## src/rtl/weight_loader.sv

```systemverilog
// Purpose : fetches num_tiles 2x2 weight tiles from weight_memory and streams them
//           into the systolic array one row per handshake, bottom row (t3,t4) first.
// Latency : start -> FETCH next cycle -> first row valid one cycle later; 3 cycles/tile.
// Backpr. : a row is held (valid high, data stable) until wl_ready; nothing is dropped.
//
// Ports
//   clk, reset          rising-edge clock, asynchronous active-low reset
//   start               one-cycle request, honoured only when idle
//   base_addr/num_tiles request parameters, sampled with start
//   mem_addr, mem_w1..4 combinational read port of weight_memory (words addr..addr+3)
//   wl_col0/wl_col1     row data for array columns 0/1
//   wl_valid/wl_ready   row handshake; wl_last marks a tile's top row
//   busy, done          busy outside IDLE; done pulses once per completed request
module weight_loader #(
    parameter int DATA_W = 8,
    parameter int ADDR_W = 13,
    parameter int CNT_W  = 8
) (
    input  logic              clk,
    input  logic              reset,
    input  logic              start,
    input  logic [ADDR_W-1:0] base_addr,
    input  logic [CNT_W-1:0]  num_tiles,
    output logic [ADDR_W-1:0] mem_addr,
    input  logic [DATA_W-1:0] mem_w1,
    input  logic [DATA_W-1:0] mem_w2,
    input  logic [DATA_W-1:0] mem_w3,
    input  logic [DATA_W-1:0] mem_w4,
    output logic [DATA_W-1:0] wl_col0,
    output logic [DATA_W-1:0] wl_col1,
    output logic              wl_valid,
    output logic              wl_last,
    input  logic              wl_ready,
    output logic              busy,
    output logic              done
);

    typedef enum logic [2:0] {
        IDLE    = 3'd0,
        FETCH   = 3'd1,
        SEND_HI = 3'd2,
        SEND_LO = 3'd3,
        FIN     = 3'd4
    } state_t;

    state_t            state_q, state_d;
    logic [CNT_W-1:0]  cnt_q, cnt_d;
    logic [ADDR_W-1:0] addr_d;
    logic [DATA_W-1:0] t1, t2, t3, t4;

    always_comb begin
        state_d  = state_q;
        cnt_d    = cnt_q;
        addr_d   = mem_addr;
        wl_valid = 1'b0;
        wl_last  = 1'b0;
        wl_col0  = '0;
        wl_col1  = '0;
        case (state_q)
            IDLE: begin
                if (start) begin
                    if (num_tiles != '0) begin
                        addr_d  = base_addr;
                        cnt_d   = num_tiles;
                        state_d = FETCH;
                    end else begin
                        // empty request: complete without touching memory
                        state_d = FIN;
                    end
                end
            end
            FETCH: state_d = SEND_HI;
            SEND_HI: begin
                wl_valid = 1'b1;
                wl_col0  = t3;
                wl_col1  = t4;
                if (wl_ready) state_d = SEND_LO;
            end
            SEND_LO: begin
                wl_valid = 1'b1;
                wl_last  = 1'b1;
                wl_col0  = t1;
                wl_col1  = t2;
                if (wl_ready) begin
                    if (cnt_q == CNT_W'(1)) begin
                        state_d = FIN;
                    end else begin
                        cnt_d   = cnt_q - CNT_W'(1);
                        // wraps modulo 2^ADDR_W by width truncation
                        addr_d  = mem_addr + ADDR_W'(4);
                        state_d = FETCH;
                    end
                end
            end
            FIN:     state_d = IDLE;
            default: state_d = IDLE;
        endcase
    end

    always_ff @(posedge clk or negedge reset) begin
        if (!reset) begin
            state_q  <= IDLE;
            cnt_q    <= '0;
            mem_addr <= '0;
            t1       <= '0;
            t2       <= '0;
            t3       <= '0;
            t4       <= '0;
            busy     <= 1'b0;
            done     <= 1'b0;
        end else begin
            state_q  <= state_d;
            cnt_q    <= cnt_d;
            mem_addr <= addr_d;
            // memory words matter only while mem_addr is being presented in FETCH
            if (state_q == FETCH) begin
                t1 <= mem_w1;
                t2 <= mem_w2;
                t3 <= mem_w3;
                t4 <= mem_w4;
            end
            // busy/done are registered views of the state being entered
            busy <= (state_d != IDLE);
            done <= (state_d == FIN);
        end
    end

endmodule

```

## config.mk

```make
export PLATFORM = sky130hd
export DESIGN_NAME = weight_loader
export DESIGN_NICKNAME = d
export VERILOG_FILES = /design/src/rtl/weight_loader.sv
export SDC_FILE = /design/constraint.sdc
export NUM_CORES = 1
export LEC_CHECK = 0
export BUFFER_PORTS_ARGS = -buffer_cell sky130_fd_sc_hd__buf_2
export CAP_MARGIN = 20
export CORE_MARGIN = 2
export CORE_UTILIZATION = 46
export DETAILED_ROUTE_END_ITERATION = 10
export PLACE_DENSITY = 0.69
export SETUP_SLACK_MARGIN = 0.3
export SKIP_CTS_REPAIR_TIMING = 1
export SYNTH_ARGS = -nofsm -noshare
export SYNTH_HDL_FRONTEND = slang
export SYNTH_SLANG_ARGS = --single-unit
```

## constraint.sdc

```tcl
create_clock -name clk -period 3.4 [get_ports clk]
set_clock_uncertainty 0.1 [all_clocks]
set_input_delay 0 -clock clk [delete_from_list [all_inputs] [get_ports clk]]
set_output_delay 0 -clock clk [all_outputs]
set_load 0.02 [all_outputs]
```

==> flow_metrics.tcl, run 1 <==
set metrics [dict create \
    violations "design-rule violations, negative hold slack" \
    vias 2784 \
    antenna_left 0 \
    syn_nets 340 \
    wl_per_cell_um 16.5 \
    drtPass1Iterations 7 \
    ys_types 48 \
    htreeDepth 3 \
    grt_pass1_wl_um 12000 \
    grt_util_all_layers 0.209 \
    period_share 0.742 \
    antenna_found_initial 0 \
    setup_viol 0 \
    ys_ff_latch 58 \
    switching_share 0.429 \
    initial_core_util 0.479 \
    clockBufferDepth 2 \
    synthCells 280 \
    max_freq_ghz 0.396 \
    nets 480 \
    p_seq_frac 0.308 \
    drtIter0Drc 152 \
    worst_pin_slew_ns 0.943 \
    placed_cell_area_mm2 0.00357 \
    numPortBuffers 89 \
    timing.hold.ws_ns -0.0247 \
    period_minus_slack_ns 2.52 \
    min_to "mem_addr[10]" \
    utilization 0.675 \
    crit_chain "nor3_1, a31oi_1, clkbuf_2, o21ai_1, o22a_1" \
    ff2ff_path_depth 5 \
    critPathBufInv 1 \
    dieWidth_um 85.8 \
    reg2reg_to "mem_addr[12]" \
    cp-start-kind "register" \
    power.switching_w 0.00182 \
    final_cell_mix "buf_2, dfrtp_1, dlygate4sd3_1" \
    crit_arrival_ns 2.65 \
    grt_max_degree 35 \
    crit_type "reg2reg" \
    coreArea_mm2 0.00642 \
    avgSynthCellArea_um2 11.0 \
    drc_errors 4 \
    die_h_um 85.8 \
    clk_pin_slew_ns 0.07 \
    power_frac_comb 0.521 \
    drive_above_1_share 0.374 \
    cts_buffers 9 \
    design_area_mm2 0.00433 \
    cts-root-buf "clkbuf_8" \
    vias_per_cell 5.55 \
    yosysSeqAreaShare 0.472 \
    die_area_mm2 0.00736 \
    crit_family "compound AO/OA/AOI/OAI gates" \
    worst-path-max-fanout 12 \
    p_per_area_mw_per_mm2 977 \
    synth_area_mm2 0.00308 \
    insertedDiodeCount 0 \
    hold_path.class "in2reg" \
    io_pins 90 \
    r2r_start "state_q[1]" \
    num_rows 29 \
    final.setup.tns_ns 0 \
    p_leak_nw 1.98 \
    globalplace.congestion 0.886 \
    crit_required_ns 3.52 \
    ir_drop_mv 0.606 \
    clock_latency_ns 0.34 \
    min-delay-start "base_addr[10]" \
    clockPowerShare 0.171 \
    cts_sinks 58 \
    drt-total-wl_um 8270 \
    slew-limit-headroom 0.367 \
    layout_commonest_cell "buf_2" \
    rsz0062_at_grt "false" \
    rrSetupSlack_ns 0.88 \
    crit_path_max_incr_delay_ns 0.61 \
    hpwl_um 5090 \
    grt_pass1_vias 2552 \
    end_kind "register" \
    final_max_slew_viol_count 0 \
    hold_viol 2 \
    cts_tree "built" \
    internal_power_w 0.00242 \
    yosys_warnings 0 \
    cap_violations 0 \
    overflow 0 \
    cp_slowest_cell "dfrtp_1" \
    status "finished, violations left" \
    layout-area-overhead-vs-synth_pct 40.8 \
    hold_depth 4 \
]
## registers in the layout (all words and copies together), names as in the netlist
register  count
cnt_q         8
busy          1
done          1
t1            8
state_q       3
t3            8
mem_addr     13
t4            8
t2            8
## cell families after synthesis
logic type / count (synthesis) / share of synthesized area
buffers and inverters: 29 / 0.0419
flip-flops: 58 / 0.472
adder cells (fa/ha/maj): 3 / 0.0122
AO/OA/AOI/OAI: 65 / 0.162
multiplexers: 53 / 0.187
AND/OR/NAND/NOR: 72 / 0.126
## worst max-delay path by stage
| stage | start | endpoint | slack (ns) | cells past startpoint |
|---|---|---|---|---|
| 2_1_floorplan | state_q[1] | cnt_q[1] | 1.60 | 5 |
| 3_3_place_gp | state_q[1] | mem_addr[10] | 0.69 | 4 |
| 3_5_place_dp | state_q[1] | mem_addr[10] | 0.60 | 4 |
| 4_1_cts | state_q[1] | mem_addr[12] | 0.60 | 4 |
| 5_1_grt | state_q[1] | mem_addr[9] | 0.73 | 5 |
| 6_report | state_q[1] | mem_addr[12] | 0.88 | 5 |
## layout make-up
| cell class | instances | area, µm² |
|---|---|---|
| fillers | 505 | 2090 |
| multi-input cells | 193 | 1500 |
| flip-flops and latches | 58 | 1450 |
| repair buffers | 148 | 1020 |
| clock buffers | 9 | 124 |
| clock inverters | 7 | 101 |
| well taps | 77 | 96.3 |
| inverters | 10 | 37.5 |
## power groups by stage
stage               Combinational (W)  Sequential [W]  Clock, W
floorplan                     0.00158         0.00132         0
global route                  0.00240         0.00135  0.000762
CTS                           0.00214         0.00130  0.000736
finish                        0.00221         0.00130  0.000724
detailed placement            0.00214         0.00131         0
global placement              0.00210         0.00129         0
## worst reg2reg max path, stage by stage, from the launching register on
cell	delay, ns
dfrtp_1	0.61
nor3_1	0.12
a31oi_1	0.60
clkbuf_2	0.31
o21ai_1	0.35
o22a_1	0.33
## Yosys cell counts, drive strengths merged
| master | n | area share |
|---|---|---|
| nand2 | 11 | 0.013 |
| o211ai | 4 | 0.0098 |
| inv | 10 | 0.012 |
| o221ai | 6 | 0.017 |
| nand3b | 1 | 0.0065 |
| and3 | 1 | 0.0020 |
| or3b | 1 | 0.0028 |
| a221oi | 1 | 0.0028 |
| nor2 | 29 | 0.035 |
| or3 | 2 | 0.0041 |
| nor3 | 9 | 0.015 |
| clkbuf | 7 | 0.0085 |
| a2bb2oi | 2 | 0.0057 |
| ha | 3 | 0.012 |
| or4 | 1 | 0.0024 |
| nand4 | 2 | 0.0041 |
| a41o | 1 | 0.0033 |
| mux2 | 36 | 0.13 |
| a32oi | 1 | 0.0028 |
| a22oi | 2 | 0.0049 |
| o2bb2ai | 7 | 0.020 |
| a31o | 2 | 0.0057 |
| a2111oi | 1 | 0.0028 |
| o22a | 3 | 0.0085 |
| dfrtp | 58 | 0.47 |
| a21o | 1 | 0.0024 |
| mux2i | 17 | 0.055 |
| a21oi | 10 | 0.020 |
| nand2b | 1 | 0.0020 |
| o2111ai | 2 | 0.0057 |
| nor4 | 6 | 0.014 |
| o22ai | 2 | 0.0041 |
| nor4b | 1 | 0.0077 |
| nand3 | 4 | 0.0065 |
| o21ai | 7 | 0.011 |
| o21bai | 1 | 0.0024 |
| a31oi | 6 | 0.012 |
| a221o | 4 | 0.013 |
| buf | 12 | 0.021 |
| nor3b | 2 | 0.0065 |
| nor4bb | 1 | 0.0033 |
| o221a | 2 | 0.0073 |
## through the flow
stage / total power [W] / setup slack (ns) / hold WS, ns / std cells
6_report: 0.00423 / 0.877 / -0.0247 / 502
5_1_grt: 0.00451 / 0.734 / 0.00252 / 502
4_1_cts: 0.00418 / 0.600 / -0.397 / 448
3_5_place_dp: 0.00345 / 0.598 / -0.0257 / 432
3_3_place_gp: 0.00339 / 0.694 / -0.0199 / 432
2_1_floorplan: 0.00290 / 1.60 / -0.396 / 280
## per-layer routing
metal  share of wire  global-route usage  vias up
li1                -                   -     1335
met1            0.42               0.278     1342
met2            0.50               0.318       93
met3           0.051              0.0606       14
met4           0.020              0.0924        0
met5               0                   0        -
Note: power is estimated with default switching activity, not from simulation.
==> inputs of run 2 (changes only) <==
--- a/config.mk
+++ b/config.mk
@@ -5,6 +5,7 @@
 export SDC_FILE = /design/constraint.sdc
 export NUM_CORES = 1
 export LEC_CHECK = 0
+export ABC_AREA = 1
 export BUFFER_PORTS_ARGS = -buffer_cell sky130_fd_sc_hd__buf_2
 export CAP_MARGIN = 20
 export CORE_MARGIN = 2
==> constraint.sdc (replaced) <==
create_clock -name clk -period 2.5 [get_ports clk]
set_clock_uncertainty 0.1 [all_clocks]
set_input_delay 0 -clock clk [delete_from_list [all_inputs] [get_ports clk]]
set_output_delay 0 -clock clk [all_outputs]
set_load 0.02 [all_outputs]
==> flow_metrics.tcl, run 2 <==
set metrics [dict create \
    status "finished, violations left" \
    violations "negative hold slack" \
    crit_family "buffers and inverters" \
    vias_per_cell 4.92 \
    dp_worst_setup_slack_ns 0.523 \
    synth_edf_count 0 \
    insertedDiodeCount 0 \
    dieWidth_um 86.8 \
    clock_latency_ns 0.33 \
    cp_slowest_cell "dfrtp_1" \
    crit_type "reg2out" \
    synthXorXnorAreaFrac 0.00278 \
    postSynth.asyncResetShare 1.00 \
    grt_util_all_layers 0.216 \
    drtIter0Drc 139 \
    synth-compound-area-share 0.0873 \
    crit_end "wl_col1[2]" \
    cts_sinks 58 \
    synth_top_cell_area_share 0.460 \
    synth_top_family_by_area "simple AND/OR/NAND/NOR gates" \
    grt_max_degree 33 \
    reg2reg_to "cnt_q[1]" \
    antenna_left 0 \
    yosys_warnings 0 \
    overflow 0 \
    grt_pass1_vias 2852 \
    clk_pin_slew_ns 0.06 \
    htreeDepth 3 \
    synthAdderAreaFrac 0.0119 \
    crit_cells 6 \
    coreArea_mm2 0.00672 \
    globalplace.congestion 0.826 \
    final_cell_mix "nand2_1, buf_2, dfrtp_1" \
    numPortBuffers 89 \
    hold_viol 2 \
    avgSynthCellArea_um2 7.38 \
    final_max_slew_viol_count 0 \
    synthCells 427 \
    period_minus_slack_ns 1.86 \
    vias 3234 \
    yosysSeqAreaShare 0.460 \
    placed_cell_area_mm2 0.00366 \
    ff2ff_path_depth 8 \
    rrSetupSlack_ns 0.65 \
    end_kind "output pin" \
    cts-root-buf "clkbuf_8" \
    ir_drop_mv 0.678 \
    p_per_area_mw_per_mm2 1270 \
    syn_nets 487 \
    max_freq_ghz 0.538 \
    cap_violations 0 \
    clockBufferDepth 2 \
    crit_path_max_incr_delay_ns 0.45 \
    crit_required_ns 2.40 \
    synth.most_common_cell "nand2_1" \
    cts_buffers 9 \
    regMostFlops "mem_addr" \
    synth.area.mux_share 0 \
    layout_commonest_cell "nand2_1" \
    drive_above_1_share 0.222 \
    antenna_found_initial 0 \
    setup_viol 0 \
    cp-start-kind "register" \
    num_rows 30 \
    min-delay-start "num_tiles[1]" \
    crit_chain "inv_1, nand2_1, nor2_4, buf_4, a32o_1, buf_2" \
    synth_area_mm2 0.00315 \
    crit_arrival_ns 1.76 \
    timing.hold.ws_ns -0.0656 \
    fin_ws_ns 0.641 \
    io_pins 90 \
    drc_errors 0 \
    synth-simple-area-share 0.367 \
    final.setup.tns_ns 0 \
    cts_tree "built" \
    design_area_mm2 0.00447 \
    hold_path.class "in2reg" \
    ys_types 27 \
    worst_pin_slew_ns 0.517 \
    critPathBufInv 3 \
    die_area_mm2 0.00753 \
    period_share 0.744 \
    hpwl_um 5400 \
    drtPass1Iterations 4 \
    layout-area-overhead-vs-synth_pct 41.9 \
    ys.flop_type "dfrtp_1" \
    p_total_w 0.00567 \
    largest_reg_flops 13 \
    die_h_um 86.8 \
    slew-limit-headroom 0.655 \
    initial_core_util 0.469 \
    ys_ff_latch 58 \
    critPathLaunch "state_q[2]" \
    synthTopCellsByCount "nand2_1, dfrtp_1, inv_1, nand3_1, nor2_1" \
    grt_pass1_wl_um 12900 \
    p_leak_nw 2.42 \
    drt-total-wl_um 8340 \
    nets 632 \
    worst-path-max-fanout 25 \
    synth_area_leaders "dfrtp_1, nand2_1, a32o_1" \
    synth_top_cell_by_area "dfrtp_1" \
    wl_per_cell_um 12.7 \
    r2r_start "state_q[2]" \
    rsz0062_at_grt "false" \
]
==> run 2: changes by cell type in the layout (fill, tap and decap cells not counted), moves of 16 or more <==
cell | before | now
a32o_1 | 0 | 16
inv_1 | 8 | 28
nand2_1 | 11 | 213
mux2_2 | 36 | 0
mux2i_1 | 17 | 0
nand3_1 | 4 | 25
==> run 2: how the worst min path moves through the flow <==
| stage | to | slack, ns | cells after the start |
|---|---|---|---|
| 2_1_floorplan | busy | -0.40 | 0 |
| 3_3_place_gp | cnt_q[3] | -0.14 | 1 |
| 3_5_place_dp | cnt_q[2] | -0.13 | 1 |
| 4_1_cts | mem_addr[10] | -0.50 | 1 |
| 5_1_grt | cnt_q[1] | 0.003 | 5 |
| 6_report | cnt_q[1] | -0.07 | 5 |
==> run 2: power breakdown <==
group	internal [W]	total, W	leakage (nW)	switching, W
combinational	0.000999	0.00276	1.57	0.00176
sequential	0.00139	0.00175	0.717	0.000354
clock	0.000789	0.00117	0.134	0.000378
total	0.00318	0.00567	2.42	0.00249
==> run 2: cells by family (layout without fill, tap and decap cells) <==
group	count (synthesis)	after routing
and+or+nand+nor	280	280
adders and majority gates	3	3
AOI/OAI and AO/OA	36	36
xor gates and xnor gates	1	1
DFF	58	58
buffers and inverters	49	199
==> run 2: metal layers <==
| metal | global-route usage | wire [µm] | share of wire |
|---|---|---|---|
| met5 | 0 | 0 | 0 |
| met4 | 0.0866 | 178 | 0.021 |
| met3 | 0.0390 | 393 | 0.047 |
| met1 | 0.291 | 3690 | 0.44 |
| met2 | 0.346 | 4070 | 0.49 |
==> run 2: per-stage QoR <==
step | instances | utilization | hold slack [ns]
finish | 657 | 0.666 | -0.0656
global placement | 586 | 0.545 | -0.143
floorplan | 427 | - | -0.396
detailed placement | 586 | 0.545 | -0.133
global route | 657 | 0.666 | 0.00290
CTS | 602 | 0.584 | -0.501
==> run 2: cell type report <==
cell class	count	area, µm²
clock buffers	11	141
clock inverters	5	125
fillers	589	2240
inverters	31	116
multi-input cells	320	1490
flip-flops and latches	58	1450
well taps	80	100
repair buffers	152	1050
==> run 2: worst min-delay path: stages <==
cell and delay [ns]:
buf_2 0.10, nand2_1 0.05, o21ai_0 0.06, nand2_1 0.05
o21ai_0 0.07
